### config.mk
export PLATFORM = sky130hd
export DESIGN_NAME = rv32_alu
export DESIGN_NICKNAME = d
export VERILOG_FILES = /design/src/rtl/alu_pkg.sv /design/src/rtl/alu_comb.sv /design/src/rtl/rv32_alu.sv
export SDC_FILE = /design/constraint.sdc
export NUM_CORES = 1
export LEC_CHECK = 0
export ABC_AREA = 1
export CAP_MARGIN = 40
export CELL_PAD_IN_SITES_DETAIL_PLACEMENT = 0
export CELL_PAD_IN_SITES_GLOBAL_PLACEMENT = 1
export CORE_AREA = 8 8 179 181
export DETAILED_ROUTE_END_ITERATION = 8
export DIE_AREA = 0 0 187 189
export PLACE_DENSITY_LB_ADDON = 0.1
export SYNTH_ARGS = -nofsm -noshare
export SYNTH_HDL_FRONTEND = slang
export SYNTH_SLANG_ARGS = --single-unit
### constraint.sdc
create_clock -name clk -period 3.9 [get_ports clk]
set_clock_uncertainty 0.05 [all_clocks]
set_input_delay 0.78 -clock clk [delete_from_list [all_inputs] [get_ports clk]]
set_output_delay 0.78 -clock clk [all_outputs]
set_load 0.01 [all_outputs]
### src/rtl/alu_pkg.sv
// alu_pkg: shared definitions for the RV32I ALU and the instruction decoder.
//   ALU_XLEN  : default operand/result width
//   alu_op_e  : 4-bit ALU operation encodings (codes 4'hB..4'hF are unused)
package alu_pkg;

  localparam int ALU_XLEN = 32;

  typedef enum logic [3:0] {
    ALU_ADD   = 4'b0000,
    ALU_SUB   = 4'b0001,
    ALU_AND   = 4'b0010,
    ALU_OR    = 4'b0011,
    ALU_XOR   = 4'b0100,
    ALU_SLL   = 4'b0101,
    ALU_SRL   = 4'b0110,
    ALU_SRA   = 4'b0111,
    ALU_SLT   = 4'b1000,
    ALU_SLTU  = 4'b1001,
    ALU_PASSB = 4'b1010
  } alu_op_e;

endpackage

### src/rtl/alu_comb.sv
// alu_comb: purely combinational RV32I ALU datapath and status flags.
// Ports:
//   a, b        : operands (XLEN bits)
//   alu_control : operation select (alu_op_e encoding)
//   result      : operation result
//   zero        : result == 0
//   negative    : result MSB
//   carry       : ADD carry-out / SUB not-borrow, 0 otherwise
//   overflow    : signed overflow for ADD/SUB, 0 otherwise
//   illegal_op  : alu_control is an unused code
module alu_comb
  import alu_pkg::*;
#(
  parameter int XLEN = ALU_XLEN
) (
  input  logic [XLEN-1:0] a,
  input  logic [XLEN-1:0] b,
  input  logic [3:0]      alu_control,
  output logic [XLEN-1:0] result,
  output logic            zero,
  output logic            negative,
  output logic            carry,
  output logic            overflow,
  output logic            illegal_op
);

  // One extra bit on each adder captures the carry-out. SUB is a + ~b + 1,
  // so its carry-out is 1 exactly when no borrow occurs (a >= b unsigned).
  logic [XLEN:0] add_full;
  logic [XLEN:0] sub_full;
  logic [4:0]    shamt;

  assign add_full = {1'b0, a} + {1'b0, b};
  assign sub_full = {1'b0, a} + {1'b0, ~b} + {{XLEN{1'b0}}, 1'b1};
  assign shamt    = b[4:0];

  always_comb begin
    result     = '0;
    carry      = 1'b0;
    overflow   = 1'b0;
    illegal_op = 1'b0;
    case (alu_control)
      ALU_ADD: begin
        result   = add_full[XLEN-1:0];
        carry    = add_full[XLEN];
        overflow = (a[XLEN-1] == b[XLEN-1]) && (add_full[XLEN-1] != a[XLEN-1]);
      end
      ALU_SUB: begin
        result   = sub_full[XLEN-1:0];
        carry    = sub_full[XLEN];
        overflow = (a[XLEN-1] != b[XLEN-1]) && (sub_full[XLEN-1] != a[XLEN-1]);
      end
      ALU_AND:   result = a & b;
      ALU_OR:    result = a | b;
      ALU_XOR:   result = a ^ b;
      ALU_SLL:   result = a << shamt;
      ALU_SRL:   result = a >> shamt;
      ALU_SRA:   result = $signed(a) >>> shamt;
      ALU_SLT:   result = {{(XLEN-1){1'b0}}, $signed(a) < $signed(b)};
      ALU_SLTU:  result = {{(XLEN-1){1'b0}}, a < b};
      ALU_PASSB: result = b;
      // Unused codes: result stays 0 (so zero = 1), only illegal_op is raised.
      default:   illegal_op = 1'b1;
    endcase
  end

  assign zero     = (result == '0);
  assign negative = result[XLEN-1];

endmodule

### src/rtl/rv32_alu.sv
// rv32_alu: RV32I execute-stage ALU with a registered output stage.
// Ports:
//   clk, rst    : clock, synchronous active-high reset
//   in_valid    : a, b, alu_control are valid this cycle
//   a, b        : operands
//   alu_control : operation select (alu_op_e)
//   out_valid   : in_valid delayed one cycle
//   alu_result, zero, negative, carry, overflow, illegal_op : registered result/flags
//
// Handshake: valid-only, no ready. A beat is accepted on every rising edge where
// in_valid = 1 (and rst = 0); its result appears after that edge with out_valid = 1
// for exactly one cycle. Result and flags then hold until the next accepted beat.
module rv32_alu
  import alu_pkg::*;
#(
  parameter int XLEN = ALU_XLEN
) (
  input  logic            clk,
  input  logic            rst,
  input  logic            in_valid,
  input  logic [XLEN-1:0] a,
  input  logic [XLEN-1:0] b,
  input  logic [3:0]      alu_control,
  output logic            out_valid,
  output logic [XLEN-1:0] alu_result,
  output logic            zero,
  output logic            negative,
  output logic            carry,
  output logic            overflow,
  output logic            illegal_op
);

  logic [XLEN-1:0] c_result;
  logic            c_zero;
  logic            c_negative;
  logic            c_carry;
  logic            c_overflow;
  logic            c_illegal;

  alu_comb #(.XLEN(XLEN)) u_comb (
    .a           (a),
    .b           (b),
    .alu_control (alu_control),
    .result      (c_result),
    .zero        (c_zero),
    .negative    (c_negative),
    .carry       (c_carry),
    .overflow    (c_overflow),
    .illegal_op  (c_illegal)
  );

  // Reset wins over in_valid, so a beat presented during reset is dropped.
  always_ff @(posedge clk) begin
    if (rst) begin
      out_valid  <= 1'b0;
      alu_result <= '0;
      zero       <= 1'b1;
      negative   <= 1'b0;
      carry      <= 1'b0;
      overflow   <= 1'b0;
      illegal_op <= 1'b0;
    end else begin
      out_valid <= in_valid;
      if (in_valid) begin
        alu_result <= c_result;
        zero       <= c_zero;
        negative   <= c_negative;
        carry      <= c_carry;
        overflow   <= c_overflow;
        illegal_op <= c_illegal;
      end
    end
  end

endmodule

==> flow_metrics.env, run 1 <==
export IMPL_status="completed"
export IMPL_ys_warn_count=0
export IMPL_ff2ff_setup_slack_ps=3150
export IMPL_maxCapViolations=0
export IMPL_m1WireLength_um=27730
export IMPL_timing_rr_start="zero$_SDFFE_PP1P_"
export IMPL_setup_viol=0
export IMPL_rows=63
export IMPL_grt_pass1_wl_um=97070
export IMPL_ir_worst_vdd_mv=0.1640
export IMPL_crit_family="simple AND/OR/NAND/NOR gates"
export IMPL_die_y_um=189
export IMPL_viasPerCell=5.750
export IMPL_grt_max_degree=71
export IMPL_cts_tree="yes"
export IMPL_initial_utilization=0.3928
export IMPL_crit_chain="clkdlybuf4s50_1 -> inv_1 -> ha_1 -> buf_4 -> nand2_1 -> nor2_1 -> inv_1 -> nor2_2 -> nand4_1 -> nand3_1 -> nand2_1 -> nand2_1 -> nor2_1 -> nor2_1 -> nand3_1 -> nor2_1 -> nand2_1 -> nor2_1 -> nand2_1 -> nand2_1"
export IMPL_vias=16940
export IMPL_min_to="alu_result[10]$_SDFFE_PP0P_"
export IMPL_grt_setup_unrepaired="false"
export IMPL_hold_start="alu_result[10]$_SDFFE_PP0P_"
export IMPL_gp_congestion=1.058
export IMPL_cpMaxStageDelayCell="clkdlybuf4s50_1"
export IMPL_drive_above_1_share=0.1353
export IMPL_grt_pass1_vias=15830
export IMPL_power_leakage_uw=0.008013
export IMPL_setup_ws_ps=97.53
export IMPL_worst_setup_path_end_kind="register"
export IMPL_yosysSeqAreaShare=0.06449
export IMPL_cts_root_buffer_cell="clkbuf_16"
export IMPL_postSynthAreaPerCell_um2=5.069
export IMPL_required_ps=4090
export IMPL_die_w_um=187
export IMPL_clk_pin_slew_worst_paths_ps=50
export IMPL_drtPass1Iterations=7
export IMPL_wl_per_cell_um=22.55
export IMPL_crit_buf_inv=4
export IMPL_final_util=0.5109
export IMPL_antenna_found_initial=0
export IMPL_worstMarginPinSlew_ps=843.9
export IMPL_power_density_nw_per_um2=193.6
export IMPL_synth_seq_cells=37
export IMPL_layout_worst_path_cycle_share=0.9750
export IMPL_cts_resized_gates=0
export IMPL_hold_depth=2
export IMPL_cts_buffer_depth=2
export IMPL_grt_overflow_total=0
export IMPL_worst_path_max_fanout=5
export IMPL_place_hpwl_um=55690
export IMPL_netlist_area_um2=11490
export IMPL_core_um2=29240
export IMPL_drc=0
export IMPL_hold_buffers=0
export IMPL_rr_worst_depth=2
export IMPL_synth_cells=2266
export IMPL_port_buffers=108
export IMPL_routed_wl_um=66450
export IMPL_crit_type="in2reg"
export IMPL_power_uw=2892
export IMPL_drt_initial_drc_count=2172
export IMPL_ant_nets=0
export IMPL_routed_top_layer="met4"
export IMPL_syn_to_final_growth_pct=30.08
export IMPL_min_path_type="reg2reg"
export IMPL_htreeDepth=2
export IMPL_synth_fp_nets=2440
export IMPL_regToRegEndpoint="zero$_SDFFE_PP1P_"
export IMPL_final_cell_mix="730 x nand2_1, 421 x nand3_1, 269 x inv_1, 265 x buf_4, 218 x nor2_1"
export IMPL_synthTopCellsByArea="nand2_1 24%, nand3_1 18%, ha_1 11%"
export IMPL_max_stage_delay_ps=650
export IMPL_slew_headroom=0.4353
export IMPL_fp_dieArea_um2=35340
export IMPL_synth_largest_area_cell="nand2_1"
export IMPL_final_common_cell="nand2_1"
export IMPL_startpoint_type="input port"
export IMPL_clock_latency_ps=290
export IMPL_crit_arrival_ps=3990
export IMPL_fmax_mhz=263.0
export IMPL_pre_cts_ws_ps=-244.4
export IMPL_hold_viol=0
export IMPL_ys_types=47
export IMPL_cts_buffers=5
export IMPL_clock_sinks=37
export IMPL_critPathMostFrequentCell="nand2_1"
export IMPL_io_pins=109
export IMPL_cts_setup_buffers=0
export IMPL_period_needed_ps=3802
export IMPL_grt_usage=0.3576
export IMPL_diodes=0
export IMPL_routed_wl_met3_um=6609
export IMPL_synth_top_area_frac=0.2392
export IMPL_wl_met2_um=29190
export IMPL_slew_violations=0
export IMPL_nets=2730
-- tightest hold or removal path, cell delays in order (launching register included) --
cell	delay, ps
dfxtp_1	320
nand2_1	50
o21ai_0	70
-- synthesized netlist by cell type, drive strengths merged --
cell,number
ha,101
nand4,30
nand3b,6
or2,3
nor4,2
a211oi,1
o21a,3
inv,284
a221oi,1
a21boi,2
o31ai,1
and2,1
nor2,237
and3,1
a22o,23
buf,77
nand3,424
a21o,1
o21ai,82
nor3b,1
a22oi,1
nand2,741
dfxtp,37
fa,2
o211ai,10
a21oi,98
o21bai,7
xor2,1
o22ai,36
nor3,27
clkbuf,22
o2111ai,3
-- layer usage --
metal | global-route usage | vias up
met5 | 0 | -
met4 | 0.1292 | 0
met3 | 0.06843 | 149
met2 | 0.5737 | 952
met1 | 0.4711 | 7882
li1 | - | 7961
-- kinds of logic (layout without fill, tap and decap cells) --
kind of cell	count (synthesis)	after routing	share of synthesized area
AO/OA/AOI/OAI	269	269	0.1367
XOR/XNOR	1	1	0.0007627
adder cells (fa/ha/maj)	103	103	0.1135
buffers and inverters	383	674	0.1365
flip-flops	37	37	0.06449
AND/OR/NAND/NOR	1473	1473	0.5480
-- how the worst max path moves through the flow --
stage	startpoint	end	slack, ps	cells past startpoint
2_1_floorplan	b[3]	zero$_SDFFE_PP1P_	690	24
3_3_place_gp	a[10]	zero$_SDFFE_PP1P_	-260	19
3_5_place_dp	a[9]	zero$_SDFFE_PP1P_	-240	20
4_1_cts	a[9]	zero$_SDFFE_PP1P_	50	20
5_1_grt	a[0]	zero$_SDFFE_PP1P_	3	21
6_report	a[16]	zero$_SDFFE_PP1P_	100	20
-- registers in the layout (all words and copies together) (netlist names) --
register and cells:
alu_result 32, zero 1, illegal_op 1, out_valid 1, carry 1, overflow 1
-- power by group --
group          switching [uW]  leakage [uW]  total, uW  internal (uW)
combinational            1310       0.00764       2080            768
clock                     162     0.0000706        396            235
sequential               13.8      0.000303        417            403
total                    1490       0.00801       2890           1410
-- layout make-up --
type | instances | area (um^2)
clock buffer | 6 | 128.9
multi-input combinational | 1846 | 9261
tap | 390 | 488.0
fill | 3206 | 14300
sequential | 37 | 740.7
clock inverter | 2 | 10.01
timing repair buffer | 382 | 3241
inverter | 284 | 1071
-- metrics by stage --
stage | hold slack, ps | TNS (ps) | area, um^2 | instances
2_1_floorplan | 442.3 | 0 | 11490 | 2266
3_3_place_gp | 396.0 | -435.7 | 14720 | 2939
3_5_place_dp | 405.3 | -436.0 | 14720 | 2939
4_1_cts | 417.9 | 0 | 14860 | 2947
5_1_grt | 440.9 | 0 | 14940 | 2947
6_report | 418.4 | 0 | 14940 | 2947
Note: power is estimated with default switching activity, not from simulation.
==> run 2: changes to the inputs <==
--- a/config.mk
+++ b/config.mk
@@ -13,6 +13,7 @@
 export DETAILED_ROUTE_END_ITERATION = 8
 export DIE_AREA = 0 0 187 189
 export PLACE_DENSITY_LB_ADDON = 0.1
+export SETUP_SLACK_MARGIN = 0.15
 export SYNTH_ARGS = -nofsm -noshare
 export SYNTH_HDL_FRONTEND = slang
 export SYNTH_SLANG_ARGS = --single-unit
==> run 2 against run 1 <==
Final cell count stayed put. Combinational power hardly changed. Clock power hardly changed. First-iteration DRC count shrank 5.2%. Non-clock buffer count unchanged. Cell area increased by 0.92%. Flip-flop and latch count stayed put. Core utilization increased by 0.47 points. Critical path type unchanged. Critical endpoint unchanged. Highest routed layer is now met5.
==> flow_metrics.env, run 2 (same netlist as run 1, synthesis figures left out) <==
export IMPL_final_cells=2947
export IMPL_antenna_found_initial=1
export IMPL_grt_usage=0.3579
export IMPL_cts_root_buffer_cell="clkbuf_16"
export IMPL_die_y_um=189
export IMPL_rr_worst_depth=2
export IMPL_min_path_type="reg2reg"
export IMPL_nets=2730
export IMPL_drive_above_1_share=0.1478
export IMPL_numPlacedInstances=2939
export IMPL_grt_overflow_total=0
export IMPL_clk_pin_slew_worst_paths_ps=50
export IMPL_clock_latency_ps=290
export IMPL_slew_headroom=0.4295
export IMPL_p_comb_frac=0.721
export IMPL_p_int_uw=1416
export IMPL_viasPerCell=5.750
export IMPL_rows=63
export IMPL_core_um2=29240
export IMPL_cts_buffers=5
export IMPL_io_pins=109
export IMPL_wl_per_cell_um=22.65
export IMPL_die_w_um=187
export IMPL_fp_dieArea_um2=35340
export IMPL_largest_reg_flops=32
export IMPL_setup_viol=0
export IMPL_p_sw_uw=1499
export IMPL_clock_power_share=0.136
export IMPL_startpoint="alu_control[1]"
export IMPL_crit_buf_inv=5
export IMPL_design_area_um2=15080
export IMPL_routed_wl_um=66760
export IMPL_fmax_mhz=277.2
export IMPL_startpoint_type="input port"
export IMPL_swShare=0.5143
export IMPL_hold_start="alu_result[10]$_SDFFE_PP0P_"
export IMPL_top_register="alu_result"
export IMPL_regToRegEndpoint="zero$_SDFFE_PP1P_"
export IMPL_max_stage_delay_ps=550
export IMPL_worstMarginPinSlew_ps=852.6
export IMPL_cpMaxStageDelayCell="nor3_1"
export IMPL_drtPass1Iterations=6
export IMPL_port_buffers=108
export IMPL_cts_buffer_depth=2
export IMPL_worst_path_max_fanout=23
export IMPL_htreeDepth=2
export IMPL_seqPwrFrac=0.143
export IMPL_cts_tree="yes"
export IMPL_power_leakage_uw=0.008047
export IMPL_drc=0
export IMPL_placed_cell_area_um2=14720
export IMPL_crit_family="simple AND/OR/NAND/NOR gates"
export IMPL_clock_sinks=37
export IMPL_hold_viol=0
export IMPL_gp_congestion=1.058
export IMPL_place_hpwl_um=55690
export IMPL_slew_violations=0
export IMPL_vias=16940
export IMPL_layout_worst_path_cycle_share=0.9251
export IMPL_min_to="alu_result[10]$_SDFFE_PP0P_"
export IMPL_ir_worst_vdd_mv=0.1632
export IMPL_final_cell_mix="725 x nand2_1, 415 x nand3_1, 268 x inv_1, 265 x buf_4, 209 x nor2_1"
export IMPL_hold_buffers=0
export IMPL_drt_initial_drc_count=2059
export IMPL_ff2ff_setup_slack_ps=3160
export IMPL_hold_depth=2
export IMPL_required_ps=4090
export IMPL_period_needed_ps=3608
export IMPL_timing_rr_start="zero$_SDFFE_PP1P_"
export IMPL_maxCapViolations=0
export IMPL_grt_max_degree=71
export IMPL_diodes=0
export IMPL_grt_pass1_vias=15860
export IMPL_grt_pass1_wl_um=97120
export IMPL_crit_chain="clkdlybuf4s50_1 -> buf_4 -> nand2_1 -> inv_1 -> nand2_1 -> buf_12 -> buf_4 -> nor2_1 -> nor3_1 -> nand3_1 -> nor2_1 -> nand3_1 -> nor2_1 -> nand2_1 -> nor2_2 -> nand2_2 -> nor2_1 -> nand2_1 -> nand2_1"
export IMPL_crit_type="in2reg"
export IMPL_cts_setup_buffers=0
export IMPL_power_density_nw_per_um2=193.3
export IMPL_initial_utilization=0.3928
export IMPL_final_common_cell="nand2_1"
export IMPL_ant_nets=0
export IMPL_syn_to_final_growth_pct=31.27
export IMPL_worst_setup_path_end_kind="register"
export IMPL_critPathMostFrequentCell="nand2_1"
export IMPL_status="completed"
export IMPL_crit_arrival_ps=3790
export IMPL_grt_setup_unrepaired="true"
## run 2: stage by stage
step | hold WS (ps) | setup TNS, ps | worst slack [ps] | total power, uW | utilization
6_report | 418.3 | 0 | 292.0 | 2915 | 0.5156
5_1_grt | 440.9 | 0 | 136.6 | 3084 | 0.5156
4_1_cts | 417.9 | 0 | 163.8 | 2822 | 0.5089
3_5_place_dp | 405.3 | -436.0 | -244.4 | 2412 | 0.5034
3_3_place_gp | 396.0 | -435.7 | -260.1 | 2410 | 0.5034
2_1_floorplan | 442.3 | 0 | 691.7 | 1449 | -
## run 2: power by group through the flow
stage          Sequential (uW)  Combinational (uW)  Clock (uW)
2_1_floorplan              434                1010           0
3_3_place_gp               423                1990           0
3_5_place_dp               424                1990           0
4_1_cts                    416                2000         404
5_1_grt                    419                2250         419
6_report                   417                2100         396
## run 2: layout make-up
class	count	area, um^2
timing repair buffer	382	3246
multi-input combinational	1846	9392
tap	390	488.0
inverter	284	1074
clock inverter	2	10.01
fill	3214	14170
sequential	37	740.7
clock buffer	6	128.9
## run 2: layer usage
layer / part of all wire / up-vias / global-route usage
li1: - / 7970 / -
met5: 0.000015 / - / 0
met2: 0.44 / 955 / 0.5722
met3: 0.10 / 160 / 0.07009
met1: 0.41 / 7857 / 0.4705
met4: 0.045 / 2 / 0.1341
## run 2: worst max path at each step
stage / to / slack (ps) / cells past startpoint
6_report: zero$_SDFFE_PP1P_ / 290 / 19
5_1_grt: zero$_SDFFE_PP1P_ / 140 / 19
4_1_cts: zero$_SDFFE_PP1P_ / 160 / 20
3_5_place_dp: zero$_SDFFE_PP1P_ / -240 / 20
3_3_place_gp: zero$_SDFFE_PP1P_ / -260 / 19
2_1_floorplan: zero$_SDFFE_PP1P_ / 690 / 24
## run 2: worst min-delay path, stage by stage (launching register included)
cell and delay, ps:
dfxtp_1 320, nand2_1 50, o21ai_0 70
## run 2: what timing repair did
item,CTS,global route
gates resized for setup,7,63
pin swaps,0,3
setup endpoints to repair,1,5
==> run 3: changes to the inputs <==
--- a/config.mk
+++ b/config.mk
@@ -9,10 +9,11 @@
 export CAP_MARGIN = 40
 export CELL_PAD_IN_SITES_DETAIL_PLACEMENT = 0
 export CELL_PAD_IN_SITES_GLOBAL_PLACEMENT = 1
-export CORE_AREA = 8 8 179 181
+export CORE_AREA = 4 4 175 177
+export CTS_BUF_LIST = sky130_fd_sc_hd__clkbuf_16
 export DETAILED_ROUTE_END_ITERATION = 8
-export DIE_AREA = 0 0 187 189
-export PLACE_DENSITY_LB_ADDON = 0.1
+export DIE_AREA = 0 0 179 181
+export PLACE_DENSITY = 0.81
 export SETUP_SLACK_MARGIN = 0.15
 export SYNTH_ARGS = -nofsm -noshare
 export SYNTH_HDL_FRONTEND = slang
==> run 3 against run 2 <==
Largest cell class unchanged. Critical path depth grew 1. First-iteration DRC count down 12%. Global-route usage is 3.1 points higher. Sequential power is essentially flat. Count of clock-buffer cells in the layout shrank 1. Maximum frequency fell by 0.17%. Largest power group unchanged. Via count fell by 1.4%. Critical path type unchanged. Worst hold slack improved by 5.9 ps. Setup slack lost 6.3 ps. Non-clock buffer count down 46. Clock power down 3%.
==> flow_metrics.env, run 3 (same netlist as run 1, synthesis figures left out) <==
export IMPL_status="completed"
export IMPL_hold_buffers=0
export IMPL_nFillCells=3277
export IMPL_drc=0
export IMPL_rr_worst_depth=2
export IMPL_met2_usage=0.6154
export IMPL_fp_dieArea_um2=32400
export IMPL_grt_setup_unrepaired="false"
export IMPL_drtPass1Iterations=6
export IMPL_vias=16700
export IMPL_period_needed_ps=3614
export IMPL_antenna_found_initial=0
export IMPL_cts_buffer_depth=2
export IMPL_setup_ws_ps=285.7
export IMPL_slew_violations=0
export IMPL_multi_input_area_um2=9330
export IMPL_slew_headroom=0.4240
export IMPL_startpoint="b[16]"
export IMPL_final_cell_mix="724 x nand2_1, 418 x nand3_1, 269 x inv_1, 219 x buf_4, 211 x nor2_1"
export IMPL_hold_viol=0
export IMPL_min_path_type="reg2reg"
export IMPL_largest_reg_flops=32
export IMPL_die_w_um=179
export IMPL_critPathMostFrequentCell="nand2_1"
export IMPL_clock_latency_ps=280
export IMPL_initial_utilization=0.3928
export IMPL_setup_viol=0
export IMPL_clk_pin_slew_worst_paths_ps=60
export IMPL_ff2ff_setup_slack_ps=3130
export IMPL_fmax_mhz=276.7
export IMPL_crit_chain="clkdlybuf4s50_1 -> inv_1 -> ha_2 -> buf_4 -> nand2_1 -> inv_1 -> nand2_1 -> nor2_2 -> nand4_1 -> nand3_1 -> nand2_1 -> nand3_1 -> nand3_1 -> nor2_2 -> nand2_1 -> nor2_1 -> nand2_1 -> nor2_1 -> nand2_1 -> nand2_1"
export IMPL_regToRegEndpoint="overflow$_SDFFE_PP0P_"
export IMPL_grt_util_met3=0.08244
export IMPL_wl_per_cell_um=22.70
export IMPL_cts_tree="yes"
export IMPL_htreeDepth=2
export IMPL_grt_max_degree=72
export IMPL_maxCapViolations=0
export IMPL_grt_usage=0.3894
export IMPL_port_buffers=108
export IMPL_nets=2684
export IMPL_worstMarginPinSlew_ps=860.8
export IMPL_drive_above_1_share=0.1306
export IMPL_grt_pass1_wl_um=95360
export IMPL_power_leakage_uw=0.007819
export IMPL_placed_cell_area_um2=14350
export IMPL_worst_path_max_fanout=4
export IMPL_ir_worst_vdd_mv=0.1742
export IMPL_ant_nets=0
export IMPL_required_ps=4080
export IMPL_crit_type="in2reg"
export IMPL_hold_start="alu_result[11]$_SDFFE_PP0P_"
export IMPL_hold_depth=2
export IMPL_core_um2=29240
export IMPL_layout_worst_path_cycle_share=0.9267
export IMPL_drt_initial_drc_count=1819
export IMPL_die_y_um=181
export IMPL_final_common_cell="nand2_1"
export IMPL_gp_congestion=1.054
export IMPL_power_density_nw_per_um2=193.7
export IMPL_cts_root_buffer_cell="clkbuf_16"
export IMPL_grt_overflow_total=0
export IMPL_routed_wl_um=65860
export IMPL_place_hpwl_um=55030
export IMPL_worst_path_stages=20
export IMPL_syn_to_final_growth_pct=27.78
export IMPL_clock_sinks=37
export IMPL_crit_arrival_ps=3790
export IMPL_worst_setup_path_end_kind="register"
export IMPL_fin_hold_ws_ps=424.2
export IMPL_grt_pass1_vias=15590
export IMPL_viasPerCell=5.755
export IMPL_timing_rr_start="overflow$_SDFFE_PP0P_"
export IMPL_grt_busiest_layer="met2"
export IMPL_max_stage_delay_ps=580
export IMPL_crit_family="simple AND/OR/NAND/NOR gates"
export IMPL_top_register="alu_result"
export IMPL_pre_cts_ws_ps=-143.8
export IMPL_register_area_um2=740.7
export IMPL_rows=63
export IMPL_grt_use_met1=0.5224
export IMPL_final_util=0.5019
export IMPL_cts_buffers=5
export IMPL_startpoint_type="input port"
export IMPL_design_area_um2=14680
export IMPL_crit_buf_inv=4
export IMPL_io_pins=109
export IMPL_cpMaxStageDelayCell="clkdlybuf4s50_1"
export IMPL_min_to="alu_result[11]$_SDFFE_PP0P_"
## run 3: cell count changes in the layout (fill, tap and decap cells not counted), sizes merged
cell	previous run	this run
buf	276	230
clkbuf	6	5
clkdlybuf4s50	104	102
diode	0	1
dlymetal6s2s	2	4
inv	284	285
## run 3: layout make-up
type                       count  share of cell area
sequential                    37             0.05047
timing repair buffer         336              0.1980
antenna                        1           0.0001705
clock inverter                 3           0.0009378
clock buffer                   5            0.008525
inverter                     284             0.07298
tap                          390             0.03325
multi-input combinational   1846              0.6357
## run 3: worst max-delay path by stage
stage,to,slack (ps)
2_1_floorplan,zero$_SDFFE_PP1P_,690
3_3_place_gp,zero$_SDFFE_PP1P_,-180
3_5_place_dp,zero$_SDFFE_PP1P_,-140
4_1_cts,zero$_SDFFE_PP1P_,160
5_1_grt,zero$_SDFFE_PP1P_,160
6_report,zero$_SDFFE_PP1P_,290
## run 3: metrics by stage
step           cells  TNS (ps)  total power [uW]
2_1_floorplan   2266         0              1449
3_3_place_gp    2890    -175.4              2359
3_5_place_dp    2890    -143.8              2359
4_1_cts         2898         0              2748
5_1_grt         2901         0              3002
6_report        2902         0              2843
## run 3: routing by layer
layer  wire length, um  vias to the layer above
li1                  -                     7871
met5                 0                        -
met3              6965                      155
met2             29030                      936
met1             26940                     7738
met4              2932                        0
## run 3: power by group
part	total (uW)	leakage, uW	switching, uW	internal [uW]
clock	385	0.0000748	154	232
combinational	2040	0.00744	1300	738
sequential	417	0.000303	14.4	403
total	2840	0.00782	1470	1370
## run 3: worst min-delay path: stages, from the launching register on
cell and delay [ps]:
dfxtp_1 330, nand2_1 50, o21ai_0 60
## run 3: repair_timing
| action | 4_1_cts | 5_1_grt |
|---|---|---|
| resized for setup | 2 | 54 |
| buffers inserted | 0 | 3 |
| pin swaps | 0 | 5 |
| setup endpoints to repair | 1 | 5 |
